### src/rtl/cpu_bus_pkg.sv
// cpu_bus_pkg: shared types, constants and the priority region decoder
// for the CPU bus fabric.
package cpu_bus_pkg;

  typedef enum logic {
    ST_IDLE = 1'b0,
    ST_WAIT = 1'b1
  } bus_state_e;

  // Width of the per-slave wait-state count (0..7 waits).
  localparam int WCNT_W = 3;

  // Read data returned for unmapped or timed-out reads.
  localparam logic [7:0] UNMAP_DATA_DEF = 8'hff;

  // The decoder works on a fixed-size region table so one function serves
  // every parameterisation; unused entries are masked off by the slave count.
  localparam int MAX_SLV   = 32;
  localparam int MAX_SEL_W = 8;
  localparam int IDX_W     = 5;

  typedef struct packed {
    logic             hit;
    logic [IDX_W-1:0] idx;
  } decode_t;

  // Priority decode: the lowest-index slave whose region code matches wins.
  function automatic decode_t prio_decode(
    input logic [MAX_SEL_W-1:0]         code,
    input logic [MAX_SLV*MAX_SEL_W-1:0] base,
    input int                           nslv
  );
    decode_t res;
    res = '0;
    // Walk downwards so the last match recorded is the lowest index.
    for (int i = MAX_SLV - 1; i >= 0; i--) begin
      if (i < nslv && base[i*MAX_SEL_W +: MAX_SEL_W] == code) begin
        res.hit = 1'b1;
        res.idx = IDX_W'(i);
      end
    end
    return res;
  endfunction

endpackage

### src/rtl/cpu_bus_fabric_wait.sv
// bus_wait_ctr: wait-state sequencer for one CPU access. Produces CPU
// ready and a one-cycle "complete" pulse when the addressed slave may be
// strobed. With SLAVE_STALL_EN defined it also honours the slave stall
// request and aborts the access after TIMEOUT cycles.
module bus_wait_ctr
  import cpu_bus_pkg::*;
`ifdef SLAVE_STALL_EN
#(
  parameter int TIMEOUT = 64
)
`endif
(
  input  logic              clk,
  input  logic              reset,
  input  logic              acc_mapped,
  input  logic [WCNT_W-1:0] wait_n,
`ifdef SLAVE_STALL_EN
  input  logic              stall,
  output logic              timeout,
`endif
  output logic              rdy,
  output logic              complete
);

  bus_state_e        state_q, state_d;
  logic [WCNT_W-1:0] wcnt_q, wcnt_d;

`ifdef SLAVE_STALL_EN
  localparam int TCNT_W = $clog2(TIMEOUT + 1);
  logic [TCNT_W-1:0] tcnt_q, tcnt_d;
  logic              tmo_hit;

  // tcnt holds the number of cycles the CPU has already been held off.
  assign tmo_hit = (tcnt_q >= TCNT_W'(TIMEOUT));
`endif

  // Next-state, wait countdown and ready/complete generation.
  always_comb begin
    state_d  = state_q;
    wcnt_d   = wcnt_q;
    rdy      = 1'b1;
    complete = 1'b0;
`ifdef SLAVE_STALL_EN
    tcnt_d   = tcnt_q;
    timeout  = 1'b0;
`endif
    case (state_q)
      ST_IDLE: begin
        if (acc_mapped) begin
          if (wait_n != '0) begin
            rdy     = 1'b0;
            wcnt_d  = wait_n - 1'b1;
            state_d = ST_WAIT;
`ifdef SLAVE_STALL_EN
            tcnt_d  = TCNT_W'(1);
`endif
          end
`ifdef SLAVE_STALL_EN
          else if (stall) begin
            rdy     = 1'b0;
            wcnt_d  = '0;
            state_d = ST_WAIT;
            tcnt_d  = TCNT_W'(1);
          end
`endif
          else begin
            complete = 1'b1;
          end
        end
      end
      ST_WAIT: begin
        if (wcnt_q != '0) begin
          rdy    = 1'b0;
          wcnt_d = wcnt_q - 1'b1;
`ifdef SLAVE_STALL_EN
          tcnt_d = tcnt_q + 1'b1;
`endif
        end
`ifdef SLAVE_STALL_EN
        else if (tmo_hit) begin
          // Give up on the slave: release the CPU without a strobe.
          timeout = 1'b1;
          tcnt_d  = '0;
          state_d = ST_IDLE;
        end
        else if (stall) begin
          rdy    = 1'b0;
          tcnt_d = tcnt_q + 1'b1;
        end
`endif
        else begin
          complete = 1'b1;
          state_d  = ST_IDLE;
        end
      end
      default: state_d = ST_IDLE;
    endcase
  end

  // State and counter registers; reset abandons any access in flight.
  always_ff @(posedge clk) begin
    if (reset) begin
      state_q <= ST_IDLE;
      wcnt_q  <= '0;
`ifdef SLAVE_STALL_EN
      tcnt_q  <= '0;
`endif
    end else begin
      state_q <= state_d;
      wcnt_q  <= wcnt_d;
`ifdef SLAVE_STALL_EN
      tcnt_q  <= tcnt_d;
`endif
    end
  end

endmodule

### src/rtl/cpu_bus_fabric.sv
// cpu_bus_fabric: table-driven address decode, per-slave wait states,
// single-shot slave strobes, read-data return mux and an unmapped-access
// error counter between the 6502-family CPU and NSLV slaves.
// Optional: define SLAVE_STALL_EN to add the slv_stall input and the
// TIMEOUT parameter (stall extension with access timeout).
module cpu_bus_fabric
  import cpu_bus_pkg::*;
#(
  parameter int                     NSLV       = 4,
  parameter int                     AW         = 16,
  parameter int                     DW         = 8,
  parameter int                     SEL_W      = 4,
  parameter logic [NSLV*SEL_W-1:0]  SLV_BASE   = {4'hf, 4'h2, 4'h1, 4'h0},
  parameter logic [NSLV*WCNT_W-1:0] SLV_WAIT   = '0,
  parameter logic [DW-1:0]          UNMAP_DATA = DW'(UNMAP_DATA_DEF)
`ifdef SLAVE_STALL_EN
  ,
  parameter int                     TIMEOUT    = 64
`endif
) (
  input  logic               clk,
  input  logic               reset,
  input  logic [AW-1:0]      cpu_ab,
  input  logic               cpu_we,
  input  logic [DW-1:0]      cpu_do,
  output logic [DW-1:0]      cpu_di,
  output logic               cpu_rdy,
  output logic [NSLV-1:0]    slv_cs,
  output logic [NSLV-1:0]    slv_re,
  output logic [NSLV-1:0]    slv_we,
  output logic [AW-1:0]      slv_ab,
  output logic [DW-1:0]      slv_din,
  input  logic [NSLV*DW-1:0] slv_dout,
`ifdef SLAVE_STALL_EN
  input  logic [NSLV-1:0]    slv_stall,
`endif
  input  logic               err_clr,
  output logic [7:0]         err_cnt
);

  logic [MAX_SLV*MAX_SEL_W-1:0] base_ext;
  decode_t                      dec;
  logic [WCNT_W-1:0]            wait_n;
  logic                         complete;
  logic                         tmo;
  logic                         strobe_en;
  logic                         err_inc;
  logic [DW-1:0]                dout_sel;
  logic                         sel_unmap_q, sel_unmap_d;
  logic [IDX_W-1:0]             sel_idx_q, sel_idx_d;
  logic [7:0]                   err_q, err_d;

  // Widen the region table into the decoder's fixed layout.
  genvar gi;
  generate
    for (gi = 0; gi < MAX_SLV; gi++) begin : g_base
      if (gi < NSLV) begin : g_used
        assign base_ext[gi*MAX_SEL_W +: MAX_SEL_W] =
          MAX_SEL_W'(SLV_BASE[gi*SEL_W +: SEL_W]);
      end else begin : g_unused
        assign base_ext[gi*MAX_SEL_W +: MAX_SEL_W] = '0;
      end
    end
  endgenerate

  assign dec = prio_decode(MAX_SEL_W'(cpu_ab[AW-1 -: SEL_W]), base_ext, NSLV);

  // One-hot chip select from the winning slave index.
  generate
    for (gi = 0; gi < NSLV; gi++) begin : g_cs
      assign slv_cs[gi] = dec.hit & (dec.idx == IDX_W'(gi));
    end
  endgenerate

  // Wait-state count of the selected slave.
  always_comb begin
    wait_n = '0;
    for (int i = 0; i < NSLV; i++) begin
      if (slv_cs[i]) wait_n = SLV_WAIT[i*WCNT_W +: WCNT_W];
    end
  end

`ifdef SLAVE_STALL_EN
  logic stall_sel;

  // Stall request of the selected slave only.
  always_comb begin
    stall_sel = 1'b0;
    for (int i = 0; i < NSLV; i++) begin
      if (slv_cs[i]) stall_sel = slv_stall[i];
    end
  end

  bus_wait_ctr #(
    .TIMEOUT(TIMEOUT)
  ) u_wait (
    .clk       (clk),
    .reset     (reset),
    .acc_mapped(dec.hit),
    .wait_n    (wait_n),
    .stall     (stall_sel),
    .timeout   (tmo),
    .rdy       (cpu_rdy),
    .complete  (complete)
  );
`else
  assign tmo = 1'b0;

  bus_wait_ctr u_wait (
    .clk       (clk),
    .reset     (reset),
    .acc_mapped(dec.hit),
    .wait_n    (wait_n),
    .rdy       (cpu_rdy),
    .complete  (complete)
  );
`endif

  // Strobes fire only on the completing cycle of a mapped access.
  assign strobe_en = complete & ~reset;
  assign slv_re    = slv_cs & {NSLV{strobe_en & ~cpu_we}};
  assign slv_we    = slv_cs & {NSLV{strobe_en &  cpu_we}};
  assign slv_ab    = cpu_ab;
  assign slv_din   = cpu_do;

  // Remember which slave the last completed access addressed.
  always_comb begin
    sel_unmap_d = ~dec.hit | tmo;
    sel_idx_d   = dec.idx;
  end

  // Read-return select register, updated on every completing edge.
  always_ff @(posedge clk) begin
    if (reset) begin
      sel_unmap_q <= 1'b1;
      sel_idx_q   <= '0;
    end else if (cpu_rdy) begin
      sel_unmap_q <= sel_unmap_d;
      sel_idx_q   <= sel_idx_d;
    end
  end

  // Read-data mux driven from the registered selection.
  always_comb begin
    dout_sel = '0;
    for (int i = 0; i < NSLV; i++) begin
      if (sel_idx_q == IDX_W'(i)) dout_sel = slv_dout[i*DW +: DW];
    end
  end

  assign cpu_di = sel_unmap_q ? UNMAP_DATA : dout_sel;

  // Saturating error count; a clear wins over a simultaneous increment.
  always_comb begin
    err_inc = cpu_rdy & (~dec.hit | tmo);
    err_d   = err_q;
    if (err_clr) begin
      err_d = '0;
    end else if (err_inc && err_q != 8'hff) begin
      err_d = err_q + 8'd1;
    end
  end

  // Error counter register.
  always_ff @(posedge clk) begin
    if (reset) begin
      err_q <= '0;
    end else begin
      err_q <= err_d;
    end
  end

  assign err_cnt = err_q;

endmodule

### config.mk
export PLATFORM = sky130hd
export DESIGN_NAME = cpu_bus_fabric
export DESIGN_NICKNAME = d
export VERILOG_FILES = /design/src/rtl/cpu_bus_pkg.sv /design/src/rtl/cpu_bus_fabric_wait.sv /design/src/rtl/cpu_bus_fabric.sv
export SDC_FILE = /design/constraint.sdc
export NUM_CORES = 1
export LEC_CHECK = 0
export CAP_MARGIN = 20
export CORE_MARGIN = 1.5
export CORE_UTILIZATION = 28
export DETAILED_ROUTE_END_ITERATION = 12
export GPL_ROUTABILITY_DRIVEN = 0
export PLACE_DENSITY_LB_ADDON = 0.3
export SYNTH_ARGS = -nofsm -noshare
export SYNTH_HDL_FRONTEND = slang
export SYNTH_SLANG_ARGS = --single-unit
### constraint.sdc
create_clock -name clk -period 1.6 [get_ports clk]
set_input_delay 0.16 -clock clk [delete_from_list [all_inputs] [get_ports clk]]
set_output_delay 0.16 -clock clk [all_outputs]
set_load 0.05 [all_outputs]
# After elaboration in Yosys (flattened, before gate mapping)
# Cells that the tools add are included.
# word_totals
register_bits	18
word_cells	56
out_inout_bits	53
in_bits	60
# op_classes
bitwise	14
n_eq_ne	11
add_sub_neg	2
reduce_logical	7
n_mux	17
# op_table
cell	n
two-way mux 8 bit	5
two-way mux 6 bit	4
equality test 5 x 2 -> 1 bit, second input constant	4
equality test 5 x 1 -> 1 bit, second input constant	2
zero test 5 bit	2
adder 8 x 1 -> 8 bit, second input constant	1
bitwise AND 1 bit	8
bitwise AND 4 bit	2
zero test 8 bit	1
!= test 8 bit, second input constant	1
two-way mux 3 bit	2
case mux 1 bit (2 select lines)	3
equality test 1 x 4 -> 1 bit, first input constant	1
equality test 2 x 4 -> 1 bit, first input constant	1
equality test 4 bit, first input constant	1
NOT 1 bit	4
two-way mux 1 bit	3
nonzero test 3 bit	1
subtractor 3 x 1 -> 3 bit, second input constant	1
!= test 2 bit, second input constant	1
AND reduction 2 bit	1
OR reduction 2 bit	1
logical AND 1 bit	1

# Logic depth before layout (Yosys ltp)
# depth
ltp_word	10
mapped_depth	8
ltp_nobuf	7

# By module
# From an unflattened synthesis, not the netlist that was laid out.
# hier_totals
cells_unflattened	157
area_unflattened_um2	1348.8
# modules_own_cells
module	seq_area_each_um2	instances	cells_per_inst	area_each_um2
cpu_bus_fabric	220.2	1	125	1073.5
bus_wait_ctr	80.1	1	32	275.3

# Least setup slack after synthesis
# No wires, ideal clock.
# synth_timing
path_type	reg-to-output
from	reg u_wait.wcnt_q[0]
to	out slv_we[0]
path_buffers	0
setup_slack_ns	-0.180
t_arrival_ns	1.620
path_stages_with_launch	7
required_time_ns	1.440
cell_sequence	dfxtp_1 inv_1 ha_1 nand2b_1 a21oi_1 nand3_1 nor2_1
# synth_between
elab_chain_cells	6
# synth_rtl
element	line	text
from (decl)	cpu_bus_fabric_wait.sv:26	logic [WCNT_W-1:0] wcnt_q, wcnt_d;
from (signal assigned)	cpu_bus_fabric_wait.sv:110	wcnt_q <= wcnt_d;
nonzero test 3 bit	cpu_bus_fabric_wait.sv:72	if (wcnt_q != '0) begin
two-way mux 1 bit	cpu_bus_fabric_wait.sv:72	
case mux 1 bit (2 select lines)	cpu_bus_fabric_wait.sv:47	case (state_q)
bitwise AND 1 bit	cpu_bus_fabric.sv:120	assign strobe_en = complete & ~reset;
bitwise AND 1 bit	cpu_bus_fabric.sv:122	assign slv_we = slv_cs & {NSLV{strobe_en & cpu_we}};
bitwise AND 4 bit	cpu_bus_fabric.sv:122	
to (decl)	cpu_bus_fabric.sv:30	output logic [NSLV-1:0] slv_we,
# No other way between the ends.

# Worst setup path after layout
# layout_timing
from	reg sel_idx_q[0]
to	out cpu_di[1]
# layout_between
elab_chain_cells	6
word_cells_on_any_way	9
classes_between	eq/ne (3); mux (5); reduce/logical (1)
# layout_rtl
element	line	text
from (decl)	cpu_bus_fabric.sv:50	logic [IDX_W-1:0] sel_idx_q, sel_idx_d;
from (signal assigned)	cpu_bus_fabric.sv:139	sel_idx_q <= sel_idx_d;
zero test 5 bit	cpu_bus_fabric.sv:147	if (sel_idx_q == IDX_W'(i)) dout_sel = slv_dout[i*DW +: DW];
two-way mux 8 bit (3 in a row)	cpu_bus_fabric.sv:147	
two-way mux 8 bit *	cpu_bus_fabric.sv:147	
two-way mux 8 bit *	cpu_bus_fabric.sv:151	assign cpu_di = sel_unmap_q ? UNMAP_DATA : dout_sel;
to (decl)	cpu_bus_fabric.sv:26	output logic [DW-1:0] cpu_di,
# Every way passes the cells marked *; elsewhere a longest branch is shown, timed or not.

==> impl_metrics.xml <==
<?xml version="1.0" encoding="UTF-8"?>
<metrics>
  <group name="run_status">
    <metric name="result_of_the_run" unit="">complete, but fails checks</metric>
    <metric name="violated_checks" unit="">negative setup slack</metric>
  </group>
  <group name="timing">
    <metric name="max-slew-margin-rel" unit="">0.7802</metric>
    <metric name="timing.fmax" unit="MHz">562.4</metric>
    <metric name="worst-slew-pin-transition" unit="ns">0.3261</metric>
    <metric name="setup_viol_count_final" unit="">21</metric>
    <metric name="final_period_minus_worst_setup_slack" unit="ns">1.778</metric>
    <metric name="finalWorstSetupSlack" unit="ns">-0.1781</metric>
    <metric name="fin_skew" unit="ns">0.002342</metric>
    <metric name="timing_max_transition_violations_final" unit="">0</metric>
    <metric name="period_share" unit="">1.111</metric>
    <metric name="grt_setup_unrepaired" unit="">true</metric>
    <metric name="final-hold-violation-count" unit="">0</metric>
  </group>
  <group name="min_path">
    <metric name="hold_end" unit="">slv_ab[4]</metric>
    <metric name="timing.hold.worst.start" unit="">cpu_ab[4]</metric>
    <metric name="holdCritPathClass" unit="">input pin to output pin</metric>
    <metric name="min_path_cells" unit="">0</metric>
  </group>
  <group name="critical_path">
    <metric name="ff2ff_setup_slack" unit="ns">-0.13</metric>
    <metric name="kind_of_launch_point_of_the_worst_setup_path" unit="">flop</metric>
    <metric name="crit_type" unit="">flop to output pin</metric>
    <metric name="crit_slowest_cell" unit="">mux4_2</metric>
    <metric name="crit_chain" unit="">buf_6 &gt; mux4_2 &gt; or2_1 &gt; buf_6</metric>
    <metric name="data_arrival_at_the_endpoint_of_the_critical_path" unit="ns">1.62</metric>
    <metric name="worst_r2r_startpoint" unit="">u_wait.wcnt_q[1]</metric>
    <metric name="worst_r2r_path_depth" unit="">7</metric>
    <metric name="path_common_cell" unit="">buf_6</metric>
    <metric name="timing.critical_path.slowest_cell_delay" unit="ns">0.49</metric>
    <metric name="worst-endpoint-required" unit="ns">1.44</metric>
    <metric name="rr_endpoint" unit="">err_cnt[6]</metric>
    <metric name="cpLargestDelayFamily" unit="">multiplexers</metric>
    <metric name="crit_fanout" unit="">5</metric>
    <metric name="critPathCaptureType" unit="">output pin</metric>
    <metric name="worst-path-buf-inv" unit="">2</metric>
  </group>
  <group name="placement">
    <metric name="place.detailed.hpwl" unit="um">2887</metric>
    <metric name="dp_area" unit="sq um">2145</metric>
    <metric name="port_buffers" unit="">72</metric>
    <metric name="detailedPlace.worstSlack" unit="ns">-0.3049</metric>
  </group>
  <group name="grt">
    <metric name="grt_pass1_wl" unit="um">5885</metric>
    <metric name="grt_antenna_before_repair" unit="">0</metric>
    <metric name="vias_in_the_first_global_route" unit="">1219</metric>
    <metric name="grt.total_usage" unit="">0.1476</metric>
    <metric name="grt_max_degree" unit="">11</metric>
    <metric name="overflow" unit="">0</metric>
  </group>
  <group name="routing">
    <metric name="drt-pass1-iter-count" unit="">4</metric>
    <metric name="drcViolationCount" unit="">0</metric>
    <metric name="routed-via-count" unit="">1353</metric>
    <metric name="antenna_left" unit="">0</metric>
    <metric name="viasPerCell" unit="">4.884</metric>
    <metric name="drtIter0Drc" unit="">14</metric>
    <metric name="wl" unit="um">3798</metric>
    <metric name="routed_wire_length_per_instance" unit="um">13.71</metric>
  </group>
  <group name="layout">
    <metric name="finalNetCount" unit="">289</metric>
    <metric name="layout-drive-gt1-share" unit="">0.4889</metric>
    <metric name="antennaDiodeCount" unit="">0</metric>
    <metric name="postLayoutCellArea" unit="sq um">2427</metric>
    <metric name="area_growth_synth_to_finish" unit="%">95.37</metric>
  </group>
  <group name="clock_network">
    <metric name="cts_htree_levels" unit="">1</metric>
    <metric name="cts_max_path_buffers" unit="">2</metric>
    <metric name="cts_sinks" unit="">15</metric>
    <metric name="cts_tree" unit="">built</metric>
    <metric name="clk_latency" unit="ns">0.25</metric>
    <metric name="cts_inserted_buffers" unit="">3</metric>
    <metric name="worst_setup_hold_path_clk_slew" unit="ns">0.06</metric>
    <metric name="clk_root_buffer_cell" unit="">clkbuf_8</metric>
  </group>
  <group name="floorplanning">
    <metric name="starting_density_of_the_core" unit="">0.2873</metric>
    <metric name="placementRows" unit="">24</metric>
    <metric name="floorplan.io_pins" unit="">113</metric>
    <metric name="floorplan.die_area" unit="sq um">4846</metric>
    <metric name="coreArea" unit="sq um">4324</metric>
    <metric name="die-height" unit="um">69.61</metric>
    <metric name="die_w" unit="um">69.61</metric>
  </group>
  <group name="synth">
    <metric name="yosys.cell_count.top_type" unit="">buf_4</metric>
    <metric name="synth-seq-area-share" unit="">0.2417</metric>
    <metric name="synth.net_count" unit="">210</metric>
    <metric name="synthMuxAreaShare" unit="">0.1611</metric>
    <metric name="ys_top_cells_by_count" unit="">buf_4, nor2_1, dfxtp_1</metric>
    <metric name="synth-edff-count" unit="">0</metric>
    <metric name="total_of_flip_flops_plus_latches_after_synthesis" unit="">15</metric>
    <metric name="synthesized_area_fraction_occupied_by_adder_cells" unit="">0.03021</metric>
    <metric name="synth_compound_area_frac" unit="">0.1178</metric>
    <metric name="asyncSetResetFlopFracSynth" unit="">0</metric>
    <metric name="synth_top_family_by_area" unit="">simple AND/OR/NAND/NOR gates</metric>
    <metric name="post-synth-top-area-cell" unit="">dfxtp_1</metric>
    <metric name="netlist_instances" unit="">147</metric>
    <metric name="synth_top_flop_cell" unit="">dfxtp_1</metric>
    <metric name="yosys.cell_types.count" unit="">36</metric>
    <metric name="synth_top_area_share" unit="">0.2417</metric>
    <metric name="yosys.area_share.xor_xnor" unit="">0.01410</metric>
    <metric name="yosys.area_share.simple" unit="">0.2518</metric>
    <metric name="synth.area.top_cells" unit="">dfxtp_1, buf_4, mux4_2</metric>
    <metric name="syn_avg_cell_area" unit="sq um">8.452</metric>
    <metric name="synth.cell_area" unit="sq um">1242</metric>
    <metric name="synth.yosys.warnings" unit="">0</metric>
  </group>
  <group name="pwr">
    <metric name="total_leakage_power" unit="nW">0.9583</metric>
    <metric name="ir_drop" unit="uV">451.0</metric>
    <metric name="p_per_area" unit="nW/um^2">438.3</metric>
  </group>
  <group name="flow_run">
    <metric name="max_cap_violations" unit="">0</metric>
  </group>
</metrics>
-- power by group --
group	switching (mW)	total (mW)	internal (mW)
combinational	0.157	0.363	0.207
clock	0.140	0.313	0.173
sequential	0.00772	0.387	0.380
-- area by class of cell --
class	instances	area [sq um]
clock buffer	3	41.29
sequential	15	307.8
timing repair buffer	102	1116
inverter	8	30.03
clock inverter	1	5.005
fill	391	1897
tap	52	65.06
multi-input combinational	96	862.1
-- how the worst max path moves through the flow --
stage                     cells past startpoint        startpoint    endpoint
final                                         4      sel_idx_q[0]   cpu_di[1]
after global routing                          7  u_wait.wcnt_q[1]   slv_re[3]
after CTS                                     4      sel_idx_q[0]   cpu_di[7]
after floorplan                               6  u_wait.wcnt_q[0]   slv_we[0]
after detailed placement                      6        cpu_ab[13]  err_cnt[6]
after global placement                        6        cpu_ab[12]   slv_we[0]
-- worst reg2reg max path: cells and delay by family (launching register included) --
family	cells	cell delay (ns)
AOI/OAI and AO/OA	2	0.49
adders and majority gates	1	0.14
buffers and inverters	2	0.22
DFF	1	0.33
and+or+nand+nor	2	0.49
-- metrics by stage --
stage	setup TNS, ns	hold slack (ns)	power, mW	utilization	instances
after floorplan	-1.409	0.3318	0.6708	-	147
after global placement	-4.026	0.3203	0.7290	0.4959	267
after detailed placement	-4.347	0.3203	0.7318	0.4959	267
after CTS	-2.352	0.3203	1.062	0.5469	275
after global routing	-4.298	0.3201	1.108	0.5613	277
final	-2.638	0.3200	1.064	0.5613	277
-- placed cells by master (no fill, tap or decap), types with 6 or more instances in the layout --
master / instances
dfxtp_2: 6
buf_6: 12
dfxtp_1: 9
buf_12: 17
clkdlybuf4s50_1: 35
nor2_1: 9
nand2_1: 10
mux4_2: 8
buf_4: 34
or2_1: 8
-- state kept, by name, indices dropped and copies added, names as in the netlist --
| name | cells |
|---|---|
| sel_idx_q | 2 |
| sel_unmap_q | 1 |
| u_wait.state_q | 1 |
| err_cnt | 8 |
| u_wait.wcnt_q | 3 |
-- cell families after synthesis --
logic type,count (synthesis)
AND/OR/NAND/NOR,61
flip-flops,15
adder cells (fa/ha/maj),3
XOR/XNOR,2
AO/OA/AOI/OAI,20
buffers and inverters,36
multiplexers,10
-- per-layer routing --
metal  up-vias  track usage  wire length [um]
li1        655            -                 -
met1       633       0.1773              1550
met2        61       0.2671              1911
met3         4      0.04942               324
met4         0      0.01068                12
met5         -            0                 0
-- repair_timing --
| item | CTS | global route |
|---|---|---|
| pin swaps | 9 | 6 |
| hold buffers | 0 | 0 |
| setup endpoints to repair | 25 | 23 |
| resized for setup | 43 | 9 |
| setup buffers | 4 | 2 |
(Power assumes the default switching activity.)
